$ cat src/rtl/fpadd_arbiter.sv
// fpadd_arbiter: shares one pipelined fpadder between NUM_REQ requesters.
//
// A round-robin arbiter picks at most one valid requester per cycle, the
// winning operands are registered into the adder's inputs, and a tag pipe
// of {valid, id} (PIPE_LATENCY deep) travels alongside the adder so that each
// result can be returned to the requester that issued it.
//
// Ports:
//   clk, rst                  clock, synchronous active-high reset (the
//                             attached adder shares rst)
//   req_valid/req_ready       per-requester handshake (ready is one-hot/zero)
//   req_a/req_b/req_subtract  packed per-requester operands, slice i at
//                             [i*FLOAT_WIDTH +: FLOAT_WIDTH]
//   drain                     blocks new grants while high
//   fpa_*                     adder operand/result interface
//   resp_valid/id/data/flags  registered result, no backpressure
//   inflight, idle            issued-but-not-returned count, inflight == 0
//   tag_error                 sticky: tag pipe and adder valid_out disagreed
//
// Optional: define FPADD_ARB_STATS_EN to add stat_issued,
// stat_conflict_cycles and stat_per_req_grants (saturating counters).

module fpadd_arbiter #(
  parameter int NUM_REQ        = 4,
  parameter int EXPONENT_WIDTH = 8,
  parameter int MANTISSA_WIDTH = 23,
  parameter int FLOAT_WIDTH    = EXPONENT_WIDTH + MANTISSA_WIDTH + 1,
  parameter int PIPE_LATENCY   = 7,
  parameter int ID_WIDTH       = $clog2(NUM_REQ)
) (
  input  logic                               clk,
  input  logic                               rst,
  input  logic [NUM_REQ-1:0]                 req_valid,
  output logic [NUM_REQ-1:0]                 req_ready,
  input  logic [NUM_REQ*FLOAT_WIDTH-1:0]     req_a,
  input  logic [NUM_REQ*FLOAT_WIDTH-1:0]     req_b,
  input  logic [NUM_REQ-1:0]                 req_subtract,
  input  logic                               drain,
  output logic [FLOAT_WIDTH-1:0]             fpa_a,
  output logic [FLOAT_WIDTH-1:0]             fpa_b,
  output logic                               fpa_subtract,
  output logic                               fpa_valid_in,
  input  logic [FLOAT_WIDTH-1:0]             fpa_out,
  input  logic                               fpa_valid_out,
  input  logic [2:0]                         fpa_flags,
  output logic                               resp_valid,
  output logic [ID_WIDTH-1:0]                resp_id,
  output logic [FLOAT_WIDTH-1:0]             resp_data,
  output logic [2:0]                         resp_flags,
  output logic [$clog2(PIPE_LATENCY+2)-1:0]  inflight,
  output logic                               idle,
  output logic                               tag_error
`ifdef FPADD_ARB_STATS_EN
  ,
  output logic [31:0]                        stat_issued,
  output logic [31:0]                        stat_conflict_cycles,
  output logic [NUM_REQ*16-1:0]              stat_per_req_grants
`endif
);

  localparam int CNT_W = $clog2(PIPE_LATENCY+2);

  // First valid requester at or after pointer p, with wrap-around.
  // Walking downward lets the lowest offset overwrite the others.
  function automatic logic [NUM_REQ-1:0] rr_pick(input logic [NUM_REQ-1:0] v,
                                                 input logic [ID_WIDTH-1:0] p);
    logic [NUM_REQ-1:0] g;
    int idx;
    g = '0;
    for (int k = NUM_REQ-1; k >= 0; k--) begin
      idx = int'(p) + k;
      if (idx >= NUM_REQ) idx = idx - NUM_REQ;
      if (v[ID_WIDTH'(idx)]) begin
        g = '0;
        g[ID_WIDTH'(idx)] = 1'b1;
      end
    end
    return g;
  endfunction

  // ---------------------------------------------------------------- state
  logic [ID_WIDTH-1:0]                        ptr_q, ptr_d;
  logic                                       vin_q, vin_d;
  logic [FLOAT_WIDTH-1:0]                     a_q, a_d, b_q, b_d;
  logic                                       sub_q, sub_d;
  logic [ID_WIDTH-1:0]                        iss_id_q, iss_id_d;
  logic [PIPE_LATENCY-1:0]                    tag_v_q, tag_v_d;
  logic [PIPE_LATENCY-1:0][ID_WIDTH-1:0]      tag_id_q, tag_id_d;
  logic                                       resp_valid_q, resp_valid_d;
  logic [ID_WIDTH-1:0]                        resp_id_q, resp_id_d;
  logic [FLOAT_WIDTH-1:0]                     resp_data_q, resp_data_d;
  logic [2:0]                                 resp_flags_q, resp_flags_d;
  logic [CNT_W-1:0]                           inflight_q, inflight_d;
  logic                                       tag_error_q, tag_error_d;

  // ---------------------------------------------------------------- arbiter
  logic [NUM_REQ-1:0]     grant;
  logic                   xfer;
  logic [ID_WIDTH-1:0]    grant_id;
  logic [FLOAT_WIDTH-1:0] sel_a, sel_b;
  logic                   sel_sub;
  logic                   tag_valid;
  logic [ID_WIDTH-1:0]    tag_id;
  logic                   resp_fire;

  always_comb begin
    grant = '0;
    if (!rst && !drain) grant = rr_pick(req_valid, ptr_q);
    xfer     = |(grant & req_valid);
    grant_id = '0;
    sel_a    = '0;
    sel_b    = '0;
    sel_sub  = 1'b0;
    for (int i = 0; i < NUM_REQ; i++) begin
      if (grant[i]) begin
        grant_id = ID_WIDTH'(i);
        sel_a    = req_a[i*FLOAT_WIDTH +: FLOAT_WIDTH];
        sel_b    = req_b[i*FLOAT_WIDTH +: FLOAT_WIDTH];
        sel_sub  = req_subtract[i];
      end
    end
  end

  assign req_ready = grant;
  assign tag_valid = tag_v_q[PIPE_LATENCY-1];
  assign tag_id    = tag_id_q[PIPE_LATENCY-1];
  // A response needs both sides to agree; a disagreement only raises tag_error.
  assign resp_fire = tag_valid && fpa_valid_out;

  // ---------------------------------------------------------------- next state
  always_comb begin
    ptr_d = ptr_q;
    if (xfer) ptr_d = (grant_id == ID_WIDTH'(NUM_REQ-1)) ? '0 : grant_id + ID_WIDTH'(1);

    // Issue register: operands hold when nothing is issued.
    vin_d    = xfer;
    a_d      = xfer ? sel_a    : a_q;
    b_d      = xfer ? sel_b    : b_q;
    sub_d    = xfer ? sel_sub  : sub_q;
    iss_id_d = xfer ? grant_id : iss_id_q;

    // Tag pipe is fed from the issue register, so its tail lines up with
    // the adder's valid_out.
    tag_v_d     = tag_v_q;
    tag_id_d    = tag_id_q;
    tag_v_d[0]  = vin_q;
    tag_id_d[0] = iss_id_q;
    for (int k = 1; k < PIPE_LATENCY; k++) begin
      tag_v_d[k]  = tag_v_q[k-1];
      tag_id_d[k] = tag_id_q[k-1];
    end

    resp_valid_d = resp_fire;
    resp_id_d    = resp_fire ? tag_id    : resp_id_q;
    resp_data_d  = resp_fire ? fpa_out   : resp_data_q;
    resp_flags_d = resp_fire ? fpa_flags : resp_flags_q;

    tag_error_d = tag_error_q | (tag_valid != fpa_valid_out);

    inflight_d = inflight_q;
    if (xfer && !resp_fire)      inflight_d = inflight_q + CNT_W'(1);
    else if (!xfer && resp_fire) inflight_d = inflight_q - CNT_W'(1);
  end

  always_ff @(posedge clk) begin
    if (rst) begin
      ptr_q        <= '0;
      vin_q        <= 1'b0;
      a_q          <= '0;
      b_q          <= '0;
      sub_q        <= 1'b0;
      iss_id_q     <= '0;
      tag_v_q      <= '0;
      tag_id_q     <= '0;
      resp_valid_q <= 1'b0;
      resp_id_q    <= '0;
      resp_data_q  <= '0;
      resp_flags_q <= '0;
      inflight_q   <= '0;
      tag_error_q  <= 1'b0;
    end else begin
      ptr_q        <= ptr_d;
      vin_q        <= vin_d;
      a_q          <= a_d;
      b_q          <= b_d;
      sub_q        <= sub_d;
      iss_id_q     <= iss_id_d;
      tag_v_q      <= tag_v_d;
      tag_id_q     <= tag_id_d;
      resp_valid_q <= resp_valid_d;
      resp_id_q    <= resp_id_d;
      resp_data_q  <= resp_data_d;
      resp_flags_q <= resp_flags_d;
      inflight_q   <= inflight_d;
      tag_error_q  <= tag_error_d;
    end
  end

  assign fpa_valid_in = vin_q;
  assign fpa_a        = a_q;
  assign fpa_b        = b_q;
  assign fpa_subtract = sub_q;
  assign resp_valid   = resp_valid_q;
  assign resp_id      = resp_id_q;
  assign resp_data    = resp_data_q;
  assign resp_flags   = resp_flags_q;
  assign inflight     = inflight_q;
  assign idle         = (inflight_q == '0);
  assign tag_error    = tag_error_q;

`ifdef FPADD_ARB_STATS_EN
  // ---------------------------------------------------------------- stats
  logic [31:0]              st_iss_q, st_iss_d;
  logic [31:0]              st_conf_q, st_conf_d;
  logic [NUM_REQ-1:0][15:0] st_grant_q, st_grant_d;

  always_comb begin
    st_iss_d   = st_iss_q;
    st_conf_d  = st_conf_q;
    st_grant_d = st_grant_q;
    if (xfer && st_iss_q != '1) st_iss_d = st_iss_q + 32'd1;
    // More than one bit set: clearing the lowest set bit leaves something.
    if ((|(req_valid & (req_valid - NUM_REQ'(1)))) && st_conf_q != '1)
      st_conf_d = st_conf_q + 32'd1;
    for (int i = 0; i < NUM_REQ; i++)
      if (grant[i] && st_grant_q[i] != '1) st_grant_d[i] = st_grant_q[i] + 16'd1;
  end

  always_ff @(posedge clk) begin
    if (rst) begin
      st_iss_q   <= '0;
      st_conf_q  <= '0;
      st_grant_q <= '0;
    end else begin
      st_iss_q   <= st_iss_d;
      st_conf_q  <= st_conf_d;
      st_grant_q <= st_grant_d;
    end
  end

  assign stat_issued          = st_iss_q;
  assign stat_conflict_cycles = st_conf_q;
  assign stat_per_req_grants  = st_grant_q;
`endif

endmodule

$ cat config.mk
export PLATFORM = sky130hd
export DESIGN_NAME = fpadd_arbiter
export DESIGN_NICKNAME = d
export VERILOG_FILES = /design/src/rtl/fpadd_arbiter.sv
export SDC_FILE = /design/constraint.sdc
export NUM_CORES = 1
export LEC_CHECK = 0
export CORE_AREA = 2 2 163 165
export CTS_BUF_LIST = sky130_fd_sc_hd__clkbuf_8
export CTS_CLUSTER_SIZE = 10
export DETAILED_ROUTE_END_ITERATION = 10
export DIE_AREA = 0 0 165 167
export PLACE_DENSITY = 0.69
export SLEW_MARGIN = 10
export SYNTH_ARGS = -nofsm -noshare
export SYNTH_HDL_FRONTEND = slang
export SYNTH_SLANG_ARGS = --single-unit
$ cat constraint.sdc
create_clock -name clk -period 4.7 [get_ports clk]
set_clock_uncertainty 0.1 [all_clocks]
set_input_delay 1.175 -clock clk [delete_from_list [all_inputs] [get_ports clk]]
set_output_delay 1.175 -clock clk [all_outputs]
set_load 0.05 [all_outputs]
== Word level (Yosys, flattened, before mapping) ==
Index checks and enable logic that the tools add are counted.

* Bits in registers: 134
* Output and inout bits: 114
* Logic and storage cells: 112
* Input port bits: 303

* Eq/ne operators: 2
* $add $sub $neg: 10
* Reductions and logical operators: 15
* Multiplexer cells: 51
* $lt $le $gt $ge: 12
* Bitwise operators: 2

{| class="wikitable"
|+ Operators with widths
! kind !! number
|-
| $mux 32 || 8
|-
| $mux 4 || 7
|-
| $mux 2 || 11
|-
| $mux 1 || 17
|-
| $lt 2x4->1 const B || 4
|-
| $ge 3x3->1 const B || 3
|-
| $bmux 1 s2 || 4
|-
| $demux 1 s2 || 4
|-
| $ge 2x1->1 const B || 4
|-
| $logic_and 1x1->1 || 8
|-
| $sub 2x1->2 const B || 4
|-
| $add 2x2->3 const B || 2
|-
| $add 4x1->4 const B || 1
|-
| $and 4x4->4 || 1
|-
| $logic_not 1->1 || 4
|-
| $logic_not 4->1 || 1
|-
| $reduce_or 4->1 || 1
|-
| $sub 4x1->4 const B || 1
|-
| $add 2x1->3 const B || 1
|-
| $ge 2x3->1 const B || 1
|-
| $add 2x1->2 const B || 1
|-
| $eq 2x2->1 const B || 1
|-
| $reduce_bool 2->1 || 1
|-
| $ne 1x1->1 || 1
|-
| $or 1x1->1 || 1
|}

== Depth between registers and ports, before layout ==
Gate-level depths: netlist of run 1.

* Depth after elaboration: 19
* Depth in mapped cells: 19
* Depth with buffers taken out: 16

== Least setup slack after synthesis of run 1 ==
Ideal clock, no wire load.

* Kind: input-to-reg
* Start point: input port req_valid[1]
* End point: register inflight_q[3], in the netlist inflight[3]
* Data arrival time: 4.279 ns
* Path slack: 0.250 ns
* Data required time: 4.529 ns
* Buffers on the path: 1
* Library setup time: 0.071 ns
* Stages: 15
* Cells stage by stage: mux4_2 > nand2_1 > a21oi_1 > o311a_1 > nor4_4 > inv_2 > clkbuf_1 > ha_1 > inv_1 > ha_1 > a21o_1 > a21oi_1 > xnor2_1 > or3_1 > a21oi_1

* Cells in the longest elaborated chain, start to end: 13
* Elaborated cells on any way between the ends: 24
* Those cells by class: 18 x mux; 1 x bitwise; 5 x reduce/logical

{| class="wikitable"
|+ Ends and longest elaborated chain
! item !! line !! source
|-
| start, declared || 33 || <nowiki>input logic [NUM_REQ-1:0] req_valid,</nowiki>
|-
| $bmux 1 s2 || 73 || <nowiki>if (v[ID_WIDTH'(idx)]) begin</nowiki>
|-
| $mux 1 (not written as such) (2 in series) || 73 ||
|-
| $mux 4 (4 in series) || 73 ||
|-
| $mux 4 || 108 || <nowiki>if (!rst && !drain) grant = rr_pick(req_valid, ptr_q);</nowiki>
|-
| $and 4x4->4 * || 109 || <nowiki>xfer = |(grant & req_valid);</nowiki>
|-
| $reduce_or 4->1 * || 109 ||
|-
| named net vin_d || 83 || <nowiki>logic vin_q, vin_d;</nowiki>
|-
| $logic_not 1->1 || 162 || <nowiki>else if (!xfer && resp_fire) inflight_d = inflight_q - CNT_W'(1);</nowiki>
|-
| $logic_and 1x1->1 || 162 ||
|-
| $reduce_bool 2->1 (no source line) || n/a ||
|-
| end signal, assigned || 194 || <nowiki>inflight_q <= inflight_d;</nowiki>
|-
| end, declared || 93 || <nowiki>logic [CNT_W-1:0] inflight_q, inflight_d;</nowiki>
|}

Mark *: on every way through the listed nets, which the timed path passes. The rest lies on a longest branch. The select of a mux whose other input is x is not followed.
A chain may end at the register's enable or synchronous reset.

== Worst setup path after layout of run 1 ==
* Start point: input port req_valid[3]
* End point: output port req_ready[2]

* Cells in the longest elaborated chain, start to end: 8
* Elaborated cells on any way between the ends: 17
* Those cells by class: 17 x mux

{| class="wikitable"
|+ Ends and longest elaborated chain
! item !! line !! source
|-
| $bmux 1 s2 || 73 ||
|-
| $mux 1 (not written as such) (2 in series) || 73 ||
|-
| $mux 4 (3 in series) || 73 ||
|-
| $mux 4 * || 73 ||
|-
| $mux 4 * || 108 ||
|-
| end, declared || 34 || <nowiki>output logic [NUM_REQ-1:0] req_ready,</nowiki>
|}

Every way passes the cells marked *; elsewhere a longest branch is shown, timed or not. The select of a mux whose other input is x is not followed.

==> flow_metrics.py, run 1 <==
metrics = {
    "status": {
        "outcome": "finished, final reports clean",
    },
    "synthesis": {
        "syn_area_sq_um": 6430,
        "async_flop_share": 0,
        "synthCells": 739,
        "synth_top_area_cell": "dfxtp_1",
        "synthTopCellsByArea": "dfxtp_1 42%, a221oi_1 9.0%, and3_1 6.5%",
        "synth-edff-count": 0,
        "synth_seq_cells": 134,
        "synth_ff_type": "dfxtp_1",
        "ys_types": 47,
        "avgSynthCellArea_sq_um": 8.70,
        "yosys_warnings": 0,
        "syn-num-nets": 1053,
        "ys_seq_area_frac": 0.417,
        "synth_top_area_frac": 0.417,
    },
    "timing": {
        "finalSetupViolCount": 0,
        "max_freq_mhz": 220,
        "hold_viol": 0,
        "slew_viol_final": 0,
        "relSlewSlack": 0.390,
        "rsz0062_at_grt": "false",
        "tightest_slew_ns": 0.916,
        "post-route-period-util": 0.968,
        "final.setup.tns_ns": 0,
        "period_needed_ns": 4.55,
    },
    "floorplan": {
        "fp.dieArea_sq_um": 27600,
        "rows": 59,
        "core_area_sq_um": 25800,
        "start_util": 0.249,
        "die_y_um": 167,
        "io_pins": 417,
        "die_w_um": 165,
    },
    "finish": {
        "area_growth_pct": 78.3,
        "layout-drive-gt1-share": 0.0740,
        "fin_util": 0.445,
        "fillers": 2532,
        "nNetsFinal": 1450,
    },
    "cts": {
        "clk_latency_ns": 0.43,
        "cts_buffer_depth": 2,
        "ctsHoldBuffers": 0,
        "htree_levels": 4,
        "cts_tree": "built",
        "root_buffer": "clkbuf_8",
        "cts_resized": 0,
        "path_clk_slew_ns": 0.08,
        "cts_inserted_buffers": 17,
        "post-cts-setup-buffers": 0,
        "cts_sinks": 134,
    },
    "power": {
        "cellPowerDensity_nw_per_um2": 316,
        "leakage_nw": 4.19,
        "switching_power_mw": 1.32,
        "peakVddDrop_mv": 0.155,
        "seq_power_share": 0.361,
        "pwr-share-comb": 0.361,
        "p_sw_frac": 0.364,
        "internal-power_mw": 2.30,
        "p_clk_frac": 0.278,
    },
    "global_routing": {
        "grt_pass1_wl_um": 39200,
        "grt_start_max_net_pins": 73,
        "track_usage": 0.183,
        "grt_pass1_vias": 7203,
        "grt_overflow": 0,
        "grt_antenna_before_repair": 5,
    },
    "setup_path": {
        "r2r-end": "inflight[3]",
        "worstSetupPathType": "in -> out",
        "reg2reg_depth": 16,
        "endpoint_kind": "output port",
        "path_max_fanout": 6,
        "critPathLaunch": "req_valid[3]",
        "cp-endpoint": "req_ready[2]",
        "r2r_slack_ns": 0.82,
        "start_kind": "input port",
        "critPathArrivalTime_ns": 3.27,
        "r2r-start": "ptr_q[0]",
        "critPathRequiredTime_ns": 3.42,
    },
    "routing": {
        "remaining_drc_errors": 0,
        "ant_nets": 0,
        "drt_first_pass_iters": 5,
        "avgRoutedWirePerCell_um": 17.6,
        "drtIter0Drc": 267,
        "viasPerCell": 4.96,
        "wirelength_um": 26200,
        "vias": 7380,
    },
    "placement": {
        "portBuffers": 416,
        "gp_congestion": 0.890,
        "dp_hpwl_um": 19500,
    },
    "worst_hold_path": {
        "worstHoldPathType": "reg -> reg",
        "hp-start": "tag_v_q[3]",
    },
    "run": {
        "cap_violations": 0,
    },
}
==> stage by stage <==
stage | power [mW] | instance area, sq um | hold WS, ns | setup slack (ns) | instances
2_1_floorplan | 2.03 | 6430 | 0.314 | 0.250 | 739
3_3_place_gp | 2.64 | 11100 | 0.319 | -0.0251 | 1452
3_5_place_dp | 2.65 | 11100 | 0.322 | -0.135 | 1452
4_1_cts | 3.67 | 11500 | 0.336 | 0.159 | 1484
5_1_grt | 3.80 | 11500 | 0.346 | 0.0336 | 1487
6_report | 3.63 | 11500 | 0.332 | 0.151 | 1488
==> cell families after synthesis <==
logic type	share of synthesized area
mux	0.0783
xor+xnor	0.00409
compound gates	0.241
fa+ha+maj	0.0226
flops	0.417
buf+inv	0.0563
simple gates	0.180
==> flip-flops by register name, indices dropped and copies added (netlist names), 3 cells and up <==
name	cells
fpa_b	32
resp_flags	3
fpa_a	32
tag_id_d	12
resp_data	32
tag_v_q	7
inflight	4
==> worst max-delay path, cell delays in order <==
cell	delay, ns
clkdlybuf4s50_1	0.46
buf_4	0.18
mux2_2	0.26
nor4b_1	0.40
o21ai_0	0.19
buf_4	0.17
a21oi_4	0.25
buf_12	0.18
==> layout by cell type (no fill, tap or decap), types with 2 or more instances in the layout <==
cell type	n
nor4b_1	2
nand3_1	5
o31a_1	2
xnor2_1	2
clkinvlp_4	4
inv_6	6
buf_12	8
a21oi_1	47
mux4_2	3
ha_1	9
nand2b_1	2
inv_2	2
diode_2	4
o21a_1	2
o22a_1	2
a221oi_1	66
nand2_1	75
a21o_1	2
o21ai_0	37
nor2b_1	22
mux2i_1	39
nand3b_1	2
and3_1	67
nor2_1	48
mux2_2	4
buf_4	28
bufinv_16	2
dfxtp_1	134
a31oi_1	64
clkbuf_8	17
or3_1	2
inv_1	10
clkdlybuf4s50_1	411
==> worst min-delay path by stage <==
stage,endpoint,slack (ns),cells past startpoint
2_1_floorplan,tag_id[0],0.31,1
3_3_place_gp,tag_v_q[6],0.32,1
3_5_place_dp,tag_id_d[12],0.32,1
4_1_cts,tag_v_q[4],0.34,1
5_1_grt,tag_v_q[4],0.35,1
6_report,tag_v_q[4],0.33,1
==> power groups by stage <==
stage	Combinational (mW)	Sequential [mW]	Clock (mW)
6_report	1.31	1.31	1.01
4_1_cts	1.32	1.31	1.05
2_1_floorplan	0.354	1.68	0
3_3_place_gp	1.31	1.33	0
5_1_grt	1.38	1.32	1.09
3_5_place_dp	1.31	1.33	0
==> area by class of cell <==
class                           count  area [sq um]  share of cell area
Timing Repair Buffer              448          4490               0.392
Multi-Input combinational cell    522          3410               0.297
Sequential cell                   134          2680               0.234
Tap cell                          335           419              0.0366
Clock buffer                       17           234              0.0204
Clock inverter                     15           166              0.0145
Inverter                           13          51.3             0.00448
Antenna cell                        4          10.0            0.000873
==> synthesized netlist by cell type (19+ instances only) <==
master / number
a21oi_1: 47
a221oi_1: 66
a31oi_1: 64
and3_1: 67
buf_2: 19
clkbuf_1: 45
dfxtp_1: 134
mux2i_1: 39
nand2_1: 75
nor2_1: 48
nor2b_1: 22
o21ai_0: 37
==> layer usage <==
layer / vias to the layer above / wire length, um / global-route usage
met5: - / 13 / 0
li1: 3546 / - / -
met2: 344 / 13100 / 0.320
met1: 3441 / 9980 / 0.205
met3: 47 / 2440 / 0.0550
met4: 2 / 667 / 0.0741
(Power assumes the default switching activity.)
==> run 2, diff against run 1 <==
Settings changed: PLACE_DENSITY 0.69 to 0.71.
Clock period 4.7 ns to 3.8 ns, I/O delays scaled along.
==> run 2 against run 1 <==
  * Final cell count increased by 2.4%
  * Die area unchanged
  * Sequential share of layout area down 0.85 points
  * Power up 27%
  * Via count rose by 2.3%
  * First-iteration DRC count is 36% higher
  * Global-route usage rose by 0.37 points
  * Register-to-register slack lost 0.68 ns
  * Utilization is 1.7 points higher
  * Combinational power grew 31%
  * Critical path type is now in -> reg
  * Largest power group is now combinational logic
==> flow_metrics.py, run 2 (synthesized netlist as in run 1, its figures left out) <==
metrics = {
    "status": {
        "outcome": "finished, final reports clean",
    },
    "floorplan": {
        "fp.dieArea_sq_um": 27600,
        "io_pins": 417,
        "core_area_sq_um": 25800,
        "die_w_um": 165,
        "rows": 59,
        "die_y_um": 167,
        "start_util": 0.249,
    },
    "global_routing": {
        "grt_overflow": 0,
        "track_usage": 0.187,
        "grt_start_max_net_pins": 134,
        "grt_pass1_vias": 7453,
        "grt_pass1_wl_um": 40000,
        "grt_antenna_before_repair": 1,
    },
    "setup_path": {
        "cp-endpoint": "inflight[3]",
        "crit_path_top_delay_cell": "mux4_2",
        "cpPeakStageDelay_ns": 0.53,
        "endpoint_kind": "flip-flop",
        "worstSetupPathType": "in -> reg",
        "critPathRequiredTime_ns": 4.06,
        "critPathLaunch": "req_valid[1]",
        "start_kind": "input port",
        "path_max_fanout": 5,
        "path_cells": "buf_2 -> mux4_2 -> buf_6 -> nand2_4 -> a21oi_4 -> o311a_1 -> nor4_4 -> inv_4 -> ha_4 -> inv_4 -> ha_4 -> a21o_1 -> a21oi_2 -> xnor2_1 -> or3_1 -> a21oi_2",
        "r2r_slack_ns": 0.14,
        "reg2reg_depth": 17,
        "critPathArrivalTime_ns": 4.02,
        "r2r-end": "inflight[3]",
        "r2r-start": "ptr_q[1]",
    },
    "routing": {
        "vias": 7552,
        "ant_nets": 0,
        "avgRoutedWirePerCell_um": 17.6,
        "viasPerCell": 4.96,
        "remaining_drc_errors": 0,
        "drtIter0Drc": 363,
        "drt_first_pass_iters": 4,
        "wirelength_um": 26700,
    },
    "placement": {
        "dp_hpwl_um": 20100,
        "portBuffers": 416,
        "gp_congestion": 0.907,
    },
    "cts": {
        "cts_sinks": 134,
        "htree_levels": 4,
        "cts_buffer_depth": 2,
        "root_buffer": "clkbuf_8",
        "clk_latency_ns": 0.43,
        "cts_tree": "built",
        "path_clk_slew_ns": 0.08,
        "cts_inserted_buffers": 17,
    },
    "power": {
        "p_total_mw": 4.61,
        "cellPowerDensity_nw_per_um2": 388,
        "peakVddDrop_mv": 0.206,
        "leakage_nw": 4.44,
    },
    "finish": {
        "nNetsFinal": 1489,
        "n_antenna_cell": 0,
        "final_common_cell": "clkdlybuf4s50_1",
        "final_cell_mix": "407 x clkdlybuf4s50_1, 132 x dfxtp_1, 74 x nand2_1",
        "area_growth_pct": 85.2,
        "layout-drive-gt1-share": 0.125,
    },
    "timing": {
        "tightest_slew_ns": 1.12,
        "hold_viol": 0,
        "relSlewSlack": 0.251,
        "slew_viol_final": 0,
        "post-route-period-util": 0.991,
        "final.setup.tns_ns": 0,
        "finalSetupViolCount": 0,
        "period_needed_ns": 3.77,
        "max_freq_mhz": 266,
    },
    "worst_hold_path": {
        "worstHoldPathCells": 1,
        "worstHoldPathType": "reg -> reg",
    },
    "run": {
        "cap_violations": 0,
    },
}
## run 2: changes by cell type in the layout (fill, tap and decap cells not counted), moves of 3 or more
cell,previous run,this run
clkdlybuf4s50_1,411,407
a21oi_2,0,4
ha_4,0,3
a21oi_1,47,42
diode_2,4,0
inv_1,10,7
buf_4,28,64
buf_6,0,3
clkinvlp_4,4,1
ha_1,9,6
## run 2: timing repair
item | 4_1_cts | 5_1_grt
setup endpoints to repair | 5 | 5
pin swaps | 1 | 11
hold buffers | 0 | 0
gates cloned | 0 | 0
setup buffers | 1 | 7
resized for setup | 7 | 32
## run 2: per-layer routing
metal	routed length, um	global-route usage
met1	10800	0.220
met4	690	0.0597
met3	2480	0.0672
met2	12700	0.314
met5	8	0
## run 2: worst max-delay path, delay by kind of cell
| family | cells | cell delay (ns) |
|---|---|---|
| buffers and inverters | 4 | 0.40 |
| and+or+nand+nor | 3 | 0.81 |
| xor gates and xnor gates | 1 | 0.10 |
| muxes | 1 | 0.53 |
| adders and majority gates | 2 | 0.36 |
| AOI/OAI and AO/OA | 5 | 0.86 |
## run 2: area by class of cell
| type | count | area [sq um] |
|---|---|---|
| fillers | 2476 | 13900 |
| multi-input cells | 522 | 3520 |
| well taps | 335 | 419 |
| clock buffers | 19 | 262 |
| inverters | 13 | 55.1 |
| flip-flops and latches | 134 | 2690 |
| repair buffers | 487 | 4800 |
| clock inverters | 13 | 158 |
## run 2: through the flow
step / setup slack (ns) / instances / utilization / cell area [sq um] / hold WS (ns)
2_1_floorplan: -0.101 / 739 / - / 6490 / 0.314
3_3_place_gp: -0.548 / 1483 / 0.441 / 11400 / 0.317
3_5_place_dp: -0.599 / 1483 / 0.441 / 11400 / 0.324
4_1_cts: -0.0596 / 1516 / 0.458 / 11800 / 0.338
5_1_grt: -0.0377 / 1523 / 0.462 / 11900 / 0.346
6_report: 0.0345 / 1523 / 0.462 / 11900 / 0.336
## run 2: worst min-delay path by stage
stage	slack, ns	from	endpoint
after global placement	0.32	tag_v_q[3]	tag_v_q[4]
after global routing	0.35	tag_id_d[2]	tag_id_d[4]
after detailed placement	0.32	tag_id_d[5]	tag_id_d[7]
after floorplan	0.31	tag_id_d[12]	tag_id[0]
after CTS	0.34	tag_id_d[10]	tag_id_d[12]
final	0.34	tag_v_q[5]	tag_v_q[6]
## run 2: report_power, final
part,total (mW),switching [mW],internal [mW]
registers,1.62,0.0745,1.54
logic,1.71,0.944,0.770
clock network,1.28,0.641,0.640
total,4.61,1.66,2.95
==> run 3, diff against run 2 <==
Settings changed: CORE_AREA 2 2 163 165 to 2 2 160 162, DIE_AREA 0 0 165 167 to 0 0 162 164, DONT_BUFFER_PORTS set to 1, MAX_ROUTING_LAYER set to met4, PLACE_DENSITY 0.71 to 0.51, TNS_END_PERCENT set to 1.
==> run 3 against run 2 <==
  * Worst setup slack improved by 0.056 ns
  * Power shrank 18%
  * Die area shrank 3.6%
  * Largest power group is now sequential cells
  * Critical endpoint is now req_ready[3]
  * Clock power decreased by 15%
  * Sequential power up 30%
==> flow_metrics.py, run 3 (synthesized netlist as in run 1, its figures left out) <==
metrics = {
    "status": {
        "outcome": "finished, final reports clean",
    },
    "worst_hold_path": {
        "worstHoldPathType": "reg -> reg",
    },
    "routing": {
        "vias": 5840,
        "ant_nets": 0,
        "wirelength_um": 23400,
        "remaining_drc_errors": 0,
        "drtIter0Drc": 409,
        "avgRoutedWirePerCell_um": 22.0,
        "drt_first_pass_iters": 5,
        "viasPerCell": 5.49,
    },
    "timing": {
        "setup_ws_ns": 0.0902,
        "hold_ws_ns": 0.336,
        "post-route-period-util": 0.976,
        "finalSetupViolCount": 0,
        "tightest_slew_ns": 0.977,
        "relSlewSlack": 0.348,
        "slew_viol_final": 0,
        "hold_viol": 0,
        "max_freq_mhz": 270,
        "period_needed_ns": 3.71,
        "final.setup.tns_ns": 0,
        "rsz0062_at_grt": "true",
    },
    "placement": {
        "portBuffers": 0,
        "preCtsSetupSlack_ns": -0.00376,
        "dp_hpwl_um": 17700,
        "post_dp_cell_area_sq_um": 6930,
        "gp_congestion": 1.05,
    },
    "setup_path": {
        "critPathRequiredTime_ns": 2.75,
        "crit_path_top_delay_cell": "ha_2",
        "path_cells": "inv_1 -> ha_2 -> mux2_2 -> nor4b_4 -> o21ai_0 -> a21o_2 -> inv_2 -> buf_12",
        "critPathArrivalTime_ns": 2.66,
        "cpPeakStageDelay_ns": 0.40,
        "path_max_fanout": 14,
        "cp_top_family": "compound AO/OA/AOI/OAI gates",
        "start_kind": "flip-flop",
        "worstSetupPathType": "reg -> out",
        "endpoint_kind": "output port",
        "cp_num_buf_inv": 3,
    },
    "cts": {
        "post-cts-setup-buffers": 0,
        "cts_inserted_buffers": 17,
        "cts_tree": "built",
        "clk_latency_ns": 0.43,
        "path_clk_slew_ns": 0.08,
        "cts_buffer_depth": 2,
        "root_buffer": "clkbuf_8",
        "ctsHoldBuffers": 0,
        "htree_levels": 4,
        "cts_sinks": 134,
    },
    "finish": {
        "ff_latch_area_sq_um": 2680,
        "fillers": 2653,
        "final_cell_mix": "134 x dfxtp_1, 74 x nand2_1, 67 x and3_1",
        "layout-drive-gt1-share": 0.126,
        "stdcell_area_sq_um": 7320,
        "fin_util": 0.295,
        "area_growth_pct": 13.8,
        "nNetsFinal": 1032,
        "final_common_cell": "dfxtp_1",
        "multi_input_area_sq_um": 3480,
    },
    "global_routing": {
        "grt_antenna_before_repair": 5,
        "grt_pass1_vias": 5606,
        "grt_start_max_net_pins": 94,
        "grt_overflow": 0,
        "track_usage": 0.175,
        "grt_pass1_wl_um": 34200,
    },
    "floorplan": {
        "fp.dieArea_sq_um": 26600,
        "rows": 58,
        "die_w_um": 162,
        "start_util": 0.259,
        "io_pins": 417,
        "die_y_um": 164,
        "core_area_sq_um": 24800,
    },
    "power": {
        "peakVddDrop_mv": 0.183,
        "leakage_nw": 2.59,
        "cellPowerDensity_nw_per_um2": 517,
    },
    "run": {
        "cap_violations": 0,
    },
}
[run 3: changes by cell type in the layout (fill, tap and decap cells not counted), sizes merged]
| cell | before | now |
|---|---|---|
| clkdlybuf4s50 | 407 | 0 |
| buf | 80 | 30 |
| diode | 0 | 4 |
| clkinvlp | 1 | 4 |
| inv | 19 | 16 |
| bufinv | 2 | 0 |
| clkinv | 4 | 6 |
| clkbuf | 19 | 18 |
[run 3: final timing paths]
kind	start	end	slack, ns	cells after the start
max reg2reg	ptr_q[0]	inflight[3]	0.27	16
min reg2reg	tag_v_q[5]	tag_v_q[6]	0.34	1
max	ptr_q[0]	req_ready[3]	0.09	8
min	tag_v_q[5]	tag_v_q[6]	0.34	1
[run 3: timing repair]
| item | in CTS | in global routing |
|---|---|---|
| gates cloned | 0 | 0 |
| gates resized for setup | 1 | 5 |
| pin swaps | 0 | 0 |
| endpoints found under the setup margin | 1 | 3 |
[run 3: area by class of cell]
cell class | instances | share of cell area
multi-input combinational | 522 | 0.476
clock inverter | 13 | 0.0133
antenna | 4 | 0.00137
clock buffer | 18 | 0.0339
sequential | 134 | 0.367
tap | 330 | 0.0564
inverter | 13 | 0.00718
timing repair buffer | 30 | 0.0450
[run 3: layer usage]
| layer | global-route usage | up-vias | routed length [um] |
|---|---|---|---|
| li1 | - | 2714 | - |
| met1 | 0.213 | 2809 | 9930 |
| met2 | 0.272 | 295 | 10900 |
| met3 | 0.0712 | 22 | 2270 |
| met4 | 0.0406 | 0 | 308 |
| met5 | - | - | 0 |
[run 3: stage by stage]
stage	power (mW)	instances
finish	3.79	1064
global placement	2.73	1029
global route	4.00	1064
CTS	3.85	1060
floorplan	2.53	739
detailed placement	2.73	1029
[run 3: power breakdown]
| part | internal (mW) | leakage [nW] | total, mW | switching, mW |
|---|---|---|---|---|
| Combinational | 0.249 | 1.32 | 0.592 | 0.343 |
| Sequential | 1.54 | 1.09 | 2.10 | 0.560 |
| Clock | 0.471 | 0.168 | 1.09 | 0.620 |
| Total | 2.26 | 2.59 | 3.79 | 1.52 |
[run 3: worst register-to-register path: cells and delay by family (launching register included)]
family          cells  cell delay, ns
simple gates        3            0.65
flops               1            0.36
mux                 1            0.38
buf+inv             3            0.23
compound gates      5            0.88
xor+xnor            1            0.08
fa+ha+maj           3            0.79
